==> src/rtl/register_write_arbiter_if.sv <==
// Request/slot bus between requesters, the shared per-bit-enable register and the write arbiter.
// Port names keep the register-side _i/_o naming so both ends read the same.
interface register_write_arbiter_if #(
   parameter int N     = 4,
   parameter int IDX_W = 2
);
   logic [N-1:0]      req_valid_i;
   logic [2*N-1:0]    req_op_i;
   logic [32*N-1:0]   req_mask_i;
   logic [32*N-1:0]   req_data_i;
   logic [N-1:0]      req_ready_o;
   logic [31:0]       q_i;
   logic [31:0]       en_o;
   logic [31:0]       d_o;
   logic              busy_o;
   logic [IDX_W-1:0]  owner_o;

   modport master (
      output req_valid_i, req_op_i, req_mask_i, req_data_i, q_i,
      input  req_ready_o, en_o, d_o, busy_o, owner_o
   );

   modport slave (
      input  req_valid_i, req_op_i, req_mask_i, req_data_i, q_i,
      output req_ready_o, en_o, d_o, busy_o, owner_o
   );
endinterface

==> src/rtl/register_write_arbiter.sv <==
// Round-robin sequencer granting one masked op per cycle onto the shared 32-bit register.
// A TOGGLE must see settled q, so it waits one bubble behind any acceptance in the previous cycle.
module register_write_arbiter #(
   parameter int N     = 4,
   parameter int IDX_W = 2
) (
   input  logic                  clk_i,
   input  logic                  rst_i,
   register_write_arbiter_if.slave bus
);

   typedef enum logic [1:0] {
      OP_WRITE  = 2'b00,
      OP_SET    = 2'b01,
      OP_CLR    = 2'b10,
      OP_TOGGLE = 2'b11
   } op_e;

   logic [IDX_W-1:0] rr_ptr_r;
   logic             hazard_r;
   logic [31:0]      en_r;
   logic [31:0]      d_r;
   logic             busy_r;
   logic [IDX_W-1:0] owner_r;

   logic [IDX_W:0]   scan_idx_s;
   logic             cand_found_s;
   logic [IDX_W-1:0] cand_idx_s;
   op_e              cand_op_s;
   logic [31:0]      cand_mask_s;
   logic [31:0]      cand_data_s;
   logic             stall_s;
   logic             accept_s;
   logic [N-1:0]     ready_s;
   logic [31:0]      d_next_s;
   logic [IDX_W-1:0] ptr_next_s;

   // Candidate search: first valid requester at or after rr_ptr, wrapping modulo N
   always_comb begin
      cand_found_s = 1'b0;
      cand_idx_s   = '0;
      scan_idx_s   = '0;
      for (int i = 0; i < N; i++) begin
         scan_idx_s = {1'b0, rr_ptr_r} + (IDX_W+1)'(i);
         if (scan_idx_s >= (IDX_W+1)'(N)) begin
            scan_idx_s = scan_idx_s - (IDX_W+1)'(N);
         end else begin
            scan_idx_s = scan_idx_s;
         end
         if (!cand_found_s && bus.req_valid_i[scan_idx_s[IDX_W-1:0]]) begin
            cand_found_s = 1'b1;
            cand_idx_s   = scan_idx_s[IDX_W-1:0];
         end else begin
            cand_found_s = cand_found_s;
         end
      end
   end

   // Candidate decode, TOGGLE interlock, grant and next-slot data
   always_comb begin
      cand_op_s   = op_e'(bus.req_op_i[{cand_idx_s, 1'b0} +: 2]);
      cand_mask_s = bus.req_mask_i[{cand_idx_s, 5'd0} +: 32];
      cand_data_s = bus.req_data_i[{cand_idx_s, 5'd0} +: 32];
      stall_s     = 1'b0;
      ready_s     = '0;
      d_next_s    = 32'h0000_0000;
      ptr_next_s  = rr_ptr_r;

      if (hazard_r && (cand_op_s == OP_TOGGLE)) begin
         stall_s = 1'b1;
      end else begin
         stall_s = 1'b0;
      end

      accept_s = cand_found_s && !stall_s && !rst_i;

      if (accept_s) begin
         ready_s[cand_idx_s] = 1'b1;
      end else begin
         ready_s = '0;
      end

      if (cand_idx_s == IDX_W'(N - 1)) begin
         ptr_next_s = '0;
      end else begin
         ptr_next_s = cand_idx_s + IDX_W'(1);
      end

      // TOGGLE inverts the q seen now; the interlock guarantees it is current
      case (cand_op_s)
         OP_WRITE:  d_next_s = cand_data_s;
         OP_SET:    d_next_s = 32'hFFFF_FFFF;
         OP_CLR:    d_next_s = 32'h0000_0000;
         OP_TOGGLE: d_next_s = ~bus.q_i;
         default:   d_next_s = 32'h0000_0000;
      endcase
   end

   // Slot registers: one-cycle en pulse per acceptance; d/owner hold between slots
   always_ff @(posedge clk_i or posedge rst_i) begin
      if (rst_i) begin
         rr_ptr_r <= '0;
         hazard_r <= 1'b0;
         en_r     <= 32'h0000_0000;
         d_r      <= 32'h0000_0000;
         busy_r   <= 1'b0;
         owner_r  <= '0;
      end else begin
         hazard_r <= accept_s;
         if (accept_s) begin
            rr_ptr_r <= ptr_next_s;
            en_r     <= cand_mask_s;
            d_r      <= d_next_s;
            busy_r   <= 1'b1;
            owner_r  <= cand_idx_s;
         end else begin
            rr_ptr_r <= rr_ptr_r;
            en_r     <= 32'h0000_0000;
            d_r      <= d_r;
            busy_r   <= 1'b0;
            owner_r  <= owner_r;
         end
      end
   end

   assign bus.req_ready_o = ready_s;
   assign bus.en_o        = en_r;
   assign bus.d_o         = d_r;
   assign bus.busy_o      = busy_r;
   assign bus.owner_o     = owner_r;

endmodule
==> src/flat_wrapper.sv <==
// flat-port wrapper written by rule: the top's interface ports become plain ports
module register_write_arbiter_flat 
#(
   parameter int N     = 4,
   parameter int IDX_W = 2
)
  (clk_i, rst_i, bus_req_valid_i, bus_req_op_i, bus_req_mask_i, bus_req_data_i, bus_q_i, bus_req_ready_o, bus_en_o, bus_d_o, bus_busy_o, bus_owner_o);
  register_write_arbiter_if #(.N(N), .IDX_W(IDX_W)) bus_i ();
  input  logic clk_i;
  input  logic rst_i;
  input wire logic [$bits(bus_i.req_valid_i)-1:0] bus_req_valid_i;
  input wire logic [$bits(bus_i.req_op_i)-1:0] bus_req_op_i;
  input wire logic [$bits(bus_i.req_mask_i)-1:0] bus_req_mask_i;
  input wire logic [$bits(bus_i.req_data_i)-1:0] bus_req_data_i;
  input wire logic [$bits(bus_i.q_i)-1:0] bus_q_i;
  output wire logic [$bits(bus_i.req_ready_o)-1:0] bus_req_ready_o;
  output wire logic [$bits(bus_i.en_o)-1:0] bus_en_o;
  output wire logic [$bits(bus_i.d_o)-1:0] bus_d_o;
  output wire logic [$bits(bus_i.busy_o)-1:0] bus_busy_o;
  output wire logic [$bits(bus_i.owner_o)-1:0] bus_owner_o;
  assign bus_i.req_valid_i = bus_req_valid_i;
  assign bus_i.req_op_i = bus_req_op_i;
  assign bus_i.req_mask_i = bus_req_mask_i;
  assign bus_i.req_data_i = bus_req_data_i;
  assign bus_i.q_i = bus_q_i;
  assign bus_req_ready_o = bus_i.req_ready_o;
  assign bus_en_o = bus_i.en_o;
  assign bus_d_o = bus_i.d_o;
  assign bus_busy_o = bus_i.busy_o;
  assign bus_owner_o = bus_i.owner_o;
  register_write_arbiter #(.N(N), .IDX_W(IDX_W)) u_core (.clk_i(clk_i), .rst_i(rst_i), .bus(bus_i));
endmodule
==> config.mk <==
export PLATFORM = sky130hd
export DESIGN_NAME = register_write_arbiter_flat
export DESIGN_NICKNAME = d
export VERILOG_FILES = /design/src/rtl/register_write_arbiter_if.sv /design/src/rtl/register_write_arbiter.sv /design/src/flat_wrapper.sv
export SDC_FILE = /design/constraint.sdc
export NUM_CORES = 1
export LEC_CHECK = 0
export ABC_AREA = 1
export CORE_AREA = 2 2 145 147
export DETAILED_ROUTE_END_ITERATION = 8
export DIE_AREA = 0 0 147 149
export PLACE_DENSITY = 0.67
export REMOVE_ABC_BUFFERS = 1
export SLEW_MARGIN = 25
export SYNTH_ARGS = -nofsm -noshare
export SYNTH_HDL_FRONTEND = slang
export SYNTH_SLANG_ARGS = --single-unit
export TNS_END_PERCENT = 10
==> constraint.sdc <==
create_clock -name clk_i -period 7.76 [get_ports clk_i]
set_input_delay 1.552 -clock clk_i [delete_from_list [all_inputs] [get_ports clk_i]]
set_output_delay 1.552 -clock clk_i [all_outputs]
set_load 0.02 [all_outputs]
==> qor.yml, run 1 <==
status:
  outcome: "complete, no violations"
route:
  post-route-drc-count: 0
  final_antenna_net_count: 0
  viasPerCell: 4.75
  wl_per_cell_um: 16.1
  drt_iter0_drc: 267
  vias: 7713
  wl_um: 26200
  drt_pass1_iterations: 4
timing:
  rsz0062_at_grt: "false"
  worstMarginPinSlew_ns: 1.03
  hold_viol: 0
  postLayoutSetupSlackWorst_ns: 0.771
  fin_crit_ns: 6.99
  finalCritPeriodShare_pct: 90.1
  fmaxAchievable_mhz: 143
  fin_skew_ns: 0.00590
  drv_slew: 0
  slew_headroom_pct: 30.9
  setup_viol: 0
critical_path:
  r2r-start: "u_core.rr_ptr_r[0]"
  arrival_ns: 5.44
  cp_max_fo: 48
  timing.critical_path.mode_cell: "nand2_1"
  cp-start-kind: "primary input"
  worstSetupPathType: "in -> out"
  cpPeakStageDelay_ns: 0.66
  crit_chain: "clkdlybuf4s50_1 -> inv_1 -> nand2_1 -> nand2_1 -> nand2_1 -> nand2_1 -> nand2_1 -> nand2_1 -> nand2_2 -> nand3_4 -> nand2_1 -> nand2_1 -> nand2_1 -> nand3_2 -> o21bai_4 -> nor2_1 -> clkdlybuf4s50_1"
  critPathSlowestCell: "nand3_4"
  end_kind: "output pin"
  critPathRequiredTime_ns: 6.21
  startpoint: "bus_req_valid_i[3]"
global_routing:
  grt_overflow: 0
  grt_usage_pct: 23.0
  antenna_found_initial: 4
  grt_start_max_net_pins: 90
  grt_pass1_vias: 7405
  grt_pass1_wl_um: 39600
synth:
  synth_top_area_share_pct: 28.2
  ys_seq_area_share_pct: 28.2
  synth.distinct_cells: 25
  synth_edf_count: 0
  synth_cells: 1026
  synthTopCellsByCount: "nand2_1, inv_1, nand3_1, o21ai_0"
  synth_area_leaders: "dfrtp_1, nand2_1, inv_1, nand3_1, o21ai_0"
  synth_seq_cells: 69
  netlist_area_mm2: 0.00612
  async_reset_ff_share_pct: 100
  synth_ff_type: "dfrtp_1"
  synth_top_cell_by_area: "dfrtp_1"
  synth_most_common_cell: "nand2_1"
  syn_area_per_cell_um2: 5.96
  yosys_warnings: 0
hold_path:
  worstHoldPathType: "reg -> reg"
  min_from: "u_core.bus.d_o[7]"
pwr:
  p_leak_nw: 5.05
  vdd_drop_max_mv: 0.299
  powerDensity_mw_per_mm2: 501
placed_design:
  dpl_cell_area_mm2: 0.00990
  portBuffers: 372
  dp_hpwl_um: 18500
  dp_slack_ns: 0.790
  gp_congestion: 0.898
cts:
  clock_sinks: 69
  clk_latency_ns: 0.34
  clock_path_buffers: 2
  cts_hold_buffers: 0
  postCtsSetupBuffers: 0
  clkTransAtPathRegs_ns: 0.06
  post_cts_resized: 0
  htree_num_levels: 3
  cts_tree: "done"
  cts_buffers: 9
  cts-root-buf: "clkbuf_16"
final_layout:
  layout-drive-gt1-share_pct: 3.57
  nets: 1647
  n_fill_cell: 2092
  final_area_mm2: 0.0102
  area_growth_pct: 66.9
floorplan:
  fp.dieH_um: 149
  initial_core_util_pct: 29.8
  io_pins: 373
  die_w_um: 147
  core_mm2: 0.0206
  rows: 53
  die-area_mm2: 0.0219
run:
  cap_violations: 0
-- logic make-up (layout without fill, tap and decap cells) --
group | after synthesis | after routing | synth area share [%]
and+or+nand+nor | 536 | 536 | 39.2
DFF | 69 | 69 | 28.2
buffers and inverters | 255 | 575 | 17.1
AOI/OAI and AO/OA | 162 | 162 | 14.7
adders and majority gates | 4 | 4 | 0.818
other | 0 | 2 | 0
-- metrics by stage --
stage | std cells | total power [mW] | setup TNS (ns) | utilization (%) | hold slack (ns)
after floorplan | 946 | 3.26 | -2.89 | - | 0.549
after global placement | 1605 | 4.66 | 0 | 48.2 | 0.463
after detailed placement | 1605 | 4.71 | 0 | 48.2 | 0.466
after CTS | 1621 | 5.16 | 0 | 49.6 | 0.482
after global routing | 1623 | 5.66 | 0 | 49.7 | 0.497
final | 1623 | 5.12 | 0 | 49.7 | 0.479
-- layout make-up --
type / count / area (um^2) / area share [%]
well taps: 275 / 344 / 3.37
clock inverters: 6 / 62.6 / 0.613
clock buffers: 10 / 239 / 2.34
flip-flops and latches: 69 / 1730 / 16.9
diodes: 2 / 5.00 / 0.0490
multi-input cells: 702 / 3360 / 32.9
inverters: 175 / 661 / 6.47
repair buffers: 384 / 3810 / 37.4
-- sequential cells by signal, indices dropped and copies added, names as in the netlist --
signal              cells
u_core.bus.d_o         32
u_core.bus.en_o        32
u_core.bus.owner_o      2
u_core.rr_ptr_r         2
u_core.bus.busy_o       1
-- metal layers --
layer	up-vias	routed length (um)	part of all wire, %	GRT usage (%)
li1	3887	-	-	-
met1	3458	10600	40	27.2
met2	315	12600	48	40.0
met3	51	2000	7.6	5.32
met4	2	941	3.6	10.5
met5	-	12	0.046	0
-- worst paths after layout --
kind / end / slack, ns / cells after the start
worst max-delay path: bus_req_ready_o[1] / 0.77 / 17
worst min-delay path: u_core.bus.d_o[7] / 0.48 / 2
worst max register to register: u_core.bus.d_o[18] / 2.53 / 17
worst min register to register: u_core.bus.d_o[7] / 0.48 / 2
max in group asynchronous: u_core.bus.d_o[31] / 5.23 / 3
min in group asynchronous: u_core.bus.d_o[6] / 1.41 / 2
-- layout by cell type, fill, tap and decap left out, types with 3 or more instances in the layout --
cell	count
a21oi_1	32
buf_4	12
clkbuf_16	9
clkdlybuf4s50_1	372
clkinv_2	4
dfrtp_1	69
ha_1	4
inv_1	168
inv_2	3
nand2_1	282
nand2_2	4
nand3_1	103
nand3_2	4
nand4_1	69
nor2_1	68
o21ai_0	97
o21bai_1	32
-- worst max-delay path, delay by kind of cell --
kind / cells / cell delay (ns)
buffers and inverters: 3 / 1.11
AO/OA/AOI/OAI: 1 / 0.51
AND/OR/NAND/NOR: 13 / 2.26
-- power breakdown --
part	internal, mW	switching [mW]	leakage, nW
sequential	0.536	0.0814	0.876
clock	0.257	0.172	0.152
combinational	1.40	2.67	4.02
total	2.20	2.92	5.05
No activity file was read; power rests on OpenSTA's default activity.
==> run 2: changes to the inputs <==
--- a/config.mk
+++ b/config.mk
@@ -6,9 +6,9 @@
 export NUM_CORES = 1
 export LEC_CHECK = 0
 export ABC_AREA = 1
-export CORE_AREA = 2 2 145 147
+export CORE_AREA = 2 2 146 148
 export DETAILED_ROUTE_END_ITERATION = 8
-export DIE_AREA = 0 0 147 149
+export DIE_AREA = 0 0 148 150
 export PLACE_DENSITY = 0.67
 export REMOVE_ABC_BUFFERS = 1
 export SLEW_MARGIN = 25
==> constraint.sdc (replaced) <==
create_clock -name clk_i -period 7.9 [get_ports clk_i]
set_input_delay 1.58 -clock clk_i [delete_from_list [all_inputs] [get_ports clk_i]]
set_output_delay 1.58 -clock clk_i [all_outputs]
set_load 0.02 [all_outputs]
==> qor.yml, run 2 (same netlist as run 1, synthesis figures left out) <==
status:
  outcome: "complete, no violations"
final_layout:
  layout_common_cells: "clkdlybuf4s50_1, nand2_1, inv_1"
  final_area_mm2: 0.0103  # +0.45%
  layout-drive-gt1-share_pct: 3.57  # unchanged
  final_cells: 1622  # -0.062%
  nets: 1647  # unchanged
  area_growth_pct: 67.7
  mostFrequentLayoutCell: "clkdlybuf4s50_1"
cts:
  clkTransAtPathRegs_ns: 0.06  # about the same
  clock_path_buffers: 2  # unchanged
  clk_latency_ns: 0.34  # about the same
  cts_buffers: 9  # unchanged
  cts-root-buf: "clkbuf_16"
  htree_num_levels: 3  # unchanged
  post_cts_resized: 0  # unchanged
  cts_hold_buffers: 0  # unchanged
  cts_tree: "done"
  postCtsSetupBuffers: 0  # unchanged
  clock_sinks: 69  # unchanged
global_routing:
  antenna_found_initial: 1  # -3
  grt_usage_pct: 23.3  # +0.29 points
  grt_overflow: 0  # unchanged
  grt_start_max_net_pins: 70  # -22%
  grt_pass1_vias: 7632  # +3.1%
  grt_pass1_wl_um: 40600  # +2.4%
hold_path:
  worstHoldPathType: "reg -> reg"
  worstHoldPathCells: 2  # unchanged
  min_from: "u_core.bus.d_o[10]"
  min_to: "u_core.bus.d_o[10]"
placed_design:
  dp_slack_ns: 1.10  # +0.312 ns
  portBuffers: 372  # unchanged
  dp.cells: 1605  # unchanged
  gp_congestion: 0.834  # -7.2%
  dp_hpwl_um: 19000  # +2.6%
  dpl_cell_area_mm2: 0.00990  # unchanged
route:
  final_antenna_net_count: 0  # unchanged
  viasPerCell: 4.74  # -0.22%
  wl_um: 26100  # about the same
  wl_per_cell_um: 16.1  # about the same
  post-route-drc-count: 0  # unchanged
  drt_iter0_drc: 407  # +52%
  drt_pass1_iterations: 4  # unchanged
  vias: 7691  # -0.29%
pwr:
  vdd_drop_max_mv: 0.535  # +79%
  p_leak_nw: 5.07  # +0.39%
  powerDensity_mw_per_mm2: 490  # -2.2%
timing:
  fin_crit_ns: 6.75
  fmaxAchievable_mhz: 148
  postLayoutSetupSlackWorst_ns: 1.15  # +0.382 ns
  worstMarginPinSlew_ns: 0.933  # -0.0974 ns
  slew_headroom_pct: 37.4  # +6.5 points
  hold_viol: 0  # unchanged
  fin_skew_ns: 0.00914  # +0.00324 ns
  finalCritPeriodShare_pct: 85.4
  setup_viol: 0  # unchanged
  drv_slew: 0  # unchanged
  rsz0062_at_grt: "false"
run:
  cap_violations: 0  # unchanged
floorplan:
  die-area_mm2: 0.0222  # +1.4%
  io_pins: 373  # unchanged
  initial_core_util_pct: 29.6  # -0.19 points
  fp.dieH_um: 150  # +0.67%
  die_w_um: 148  # +0.68%
  core_mm2: 0.0207  # +0.65%
  rows: 53  # unchanged
critical_path:
  worstSetupPathType: "in -> out"
  regToRegEndpoint: "u_core.bus.d_o[28]"
  r2r_cells: 17  # unchanged
  cp_max_fo: 49  # +2.1%
  r2r-start: "u_core.rr_ptr_r[0]"
  critPathRequiredTime_ns: 6.32  # +0.11 ns
  arrival_ns: 5.17  # -0.27 ns
  cp-start-kind: "primary input"
  ff2ff_setup_slack_ns: 3.20  # +0.67 ns
  end_kind: "output pin"
[run 2: cell types whose count changed in the layout (fill, tap and decap cells not counted), sizes merged]
cell	delta
clkinv	-2
diode	-1
inv	+1
clkbuf	-1
bufinv	+2
[run 2: how the worst max path moves through the flow]
stage	start	to	slack [ns]
2_1_floorplan	bus_req_valid_i[3]	bus_req_ready_o[0]	-0.64
3_3_place_gp	bus_req_valid_i[3]	bus_req_ready_o[1]	1.10
3_5_place_dp	bus_req_valid_i[3]	bus_req_ready_o[0]	1.10
4_1_cts	bus_req_valid_i[3]	bus_req_ready_o[0]	1.10
5_1_grt	bus_req_valid_i[3]	bus_req_ready_o[2]	0.77
6_report	bus_req_valid_i[3]	bus_req_ready_o[1]	1.15
[run 2: final cells by class]
class | instances | area, um^2
clock inverter | 7 | 121
antenna | 1 | 2.50
timing repair buffer | 384 | 3820
fill | 2123 | 10400
clock buffer | 9 | 225
inverter | 175 | 661
sequential | 69 | 1730
tap | 275 | 344
multi-input combinational | 702 | 3360
[run 2: report_power, final]
| group | total, mW | switching (mW) | internal (mW) |
|---|---|---|---|
| sequential | 0.611 | 0.0849 | 0.526 |
| clock | 0.489 | 0.179 | 0.311 |
| combinational | 3.93 | 2.56 | 1.37 |
| total | 5.03 | 2.82 | 2.21 |
[run 2: metrics by stage]
step / hold WS, ns / power, mW / setup TNS (ns) / util (%)
2_1_floorplan: 0.549 / 3.20 / -2.56 / -
3_3_place_gp: 0.463 / 4.55 / 0 / 47.9
3_5_place_dp: 0.470 / 4.58 / 0 / 47.9
4_1_cts: 0.484 / 5.09 / 0 / 49.5
5_1_grt: 0.501 / 5.63 / 0 / 49.6
6_report: 0.480 / 5.03 / 0 / 49.6
[run 2: per-layer routing]
metal / track usage (%) / wire length (um) / vias to the layer above
met5: 0 / 0 / -
met2: 41.5 / 13200 / 330
met3: 4.79 / 1980 / 35
met4: 8.43 / 702 / 0
li1: - / - / 3880
met1: 27.8 / 10300 / 3446
[run 2: critical path, cell delays in order]
cell and delay, ns:
clkdlybuf4s50_1 0.44, inv_1 0.09, nand2_1 0.06, nand3_1 0.12
nand2_1 0.11, nor2_4 0.16, nand4_1 0.14, nand2_4 0.49
inv_4 0.32, nand2_1 0.22, nand3_2 0.13, o21bai_4 0.63
nor2_1 0.08, clkdlybuf4s50_1 0.56
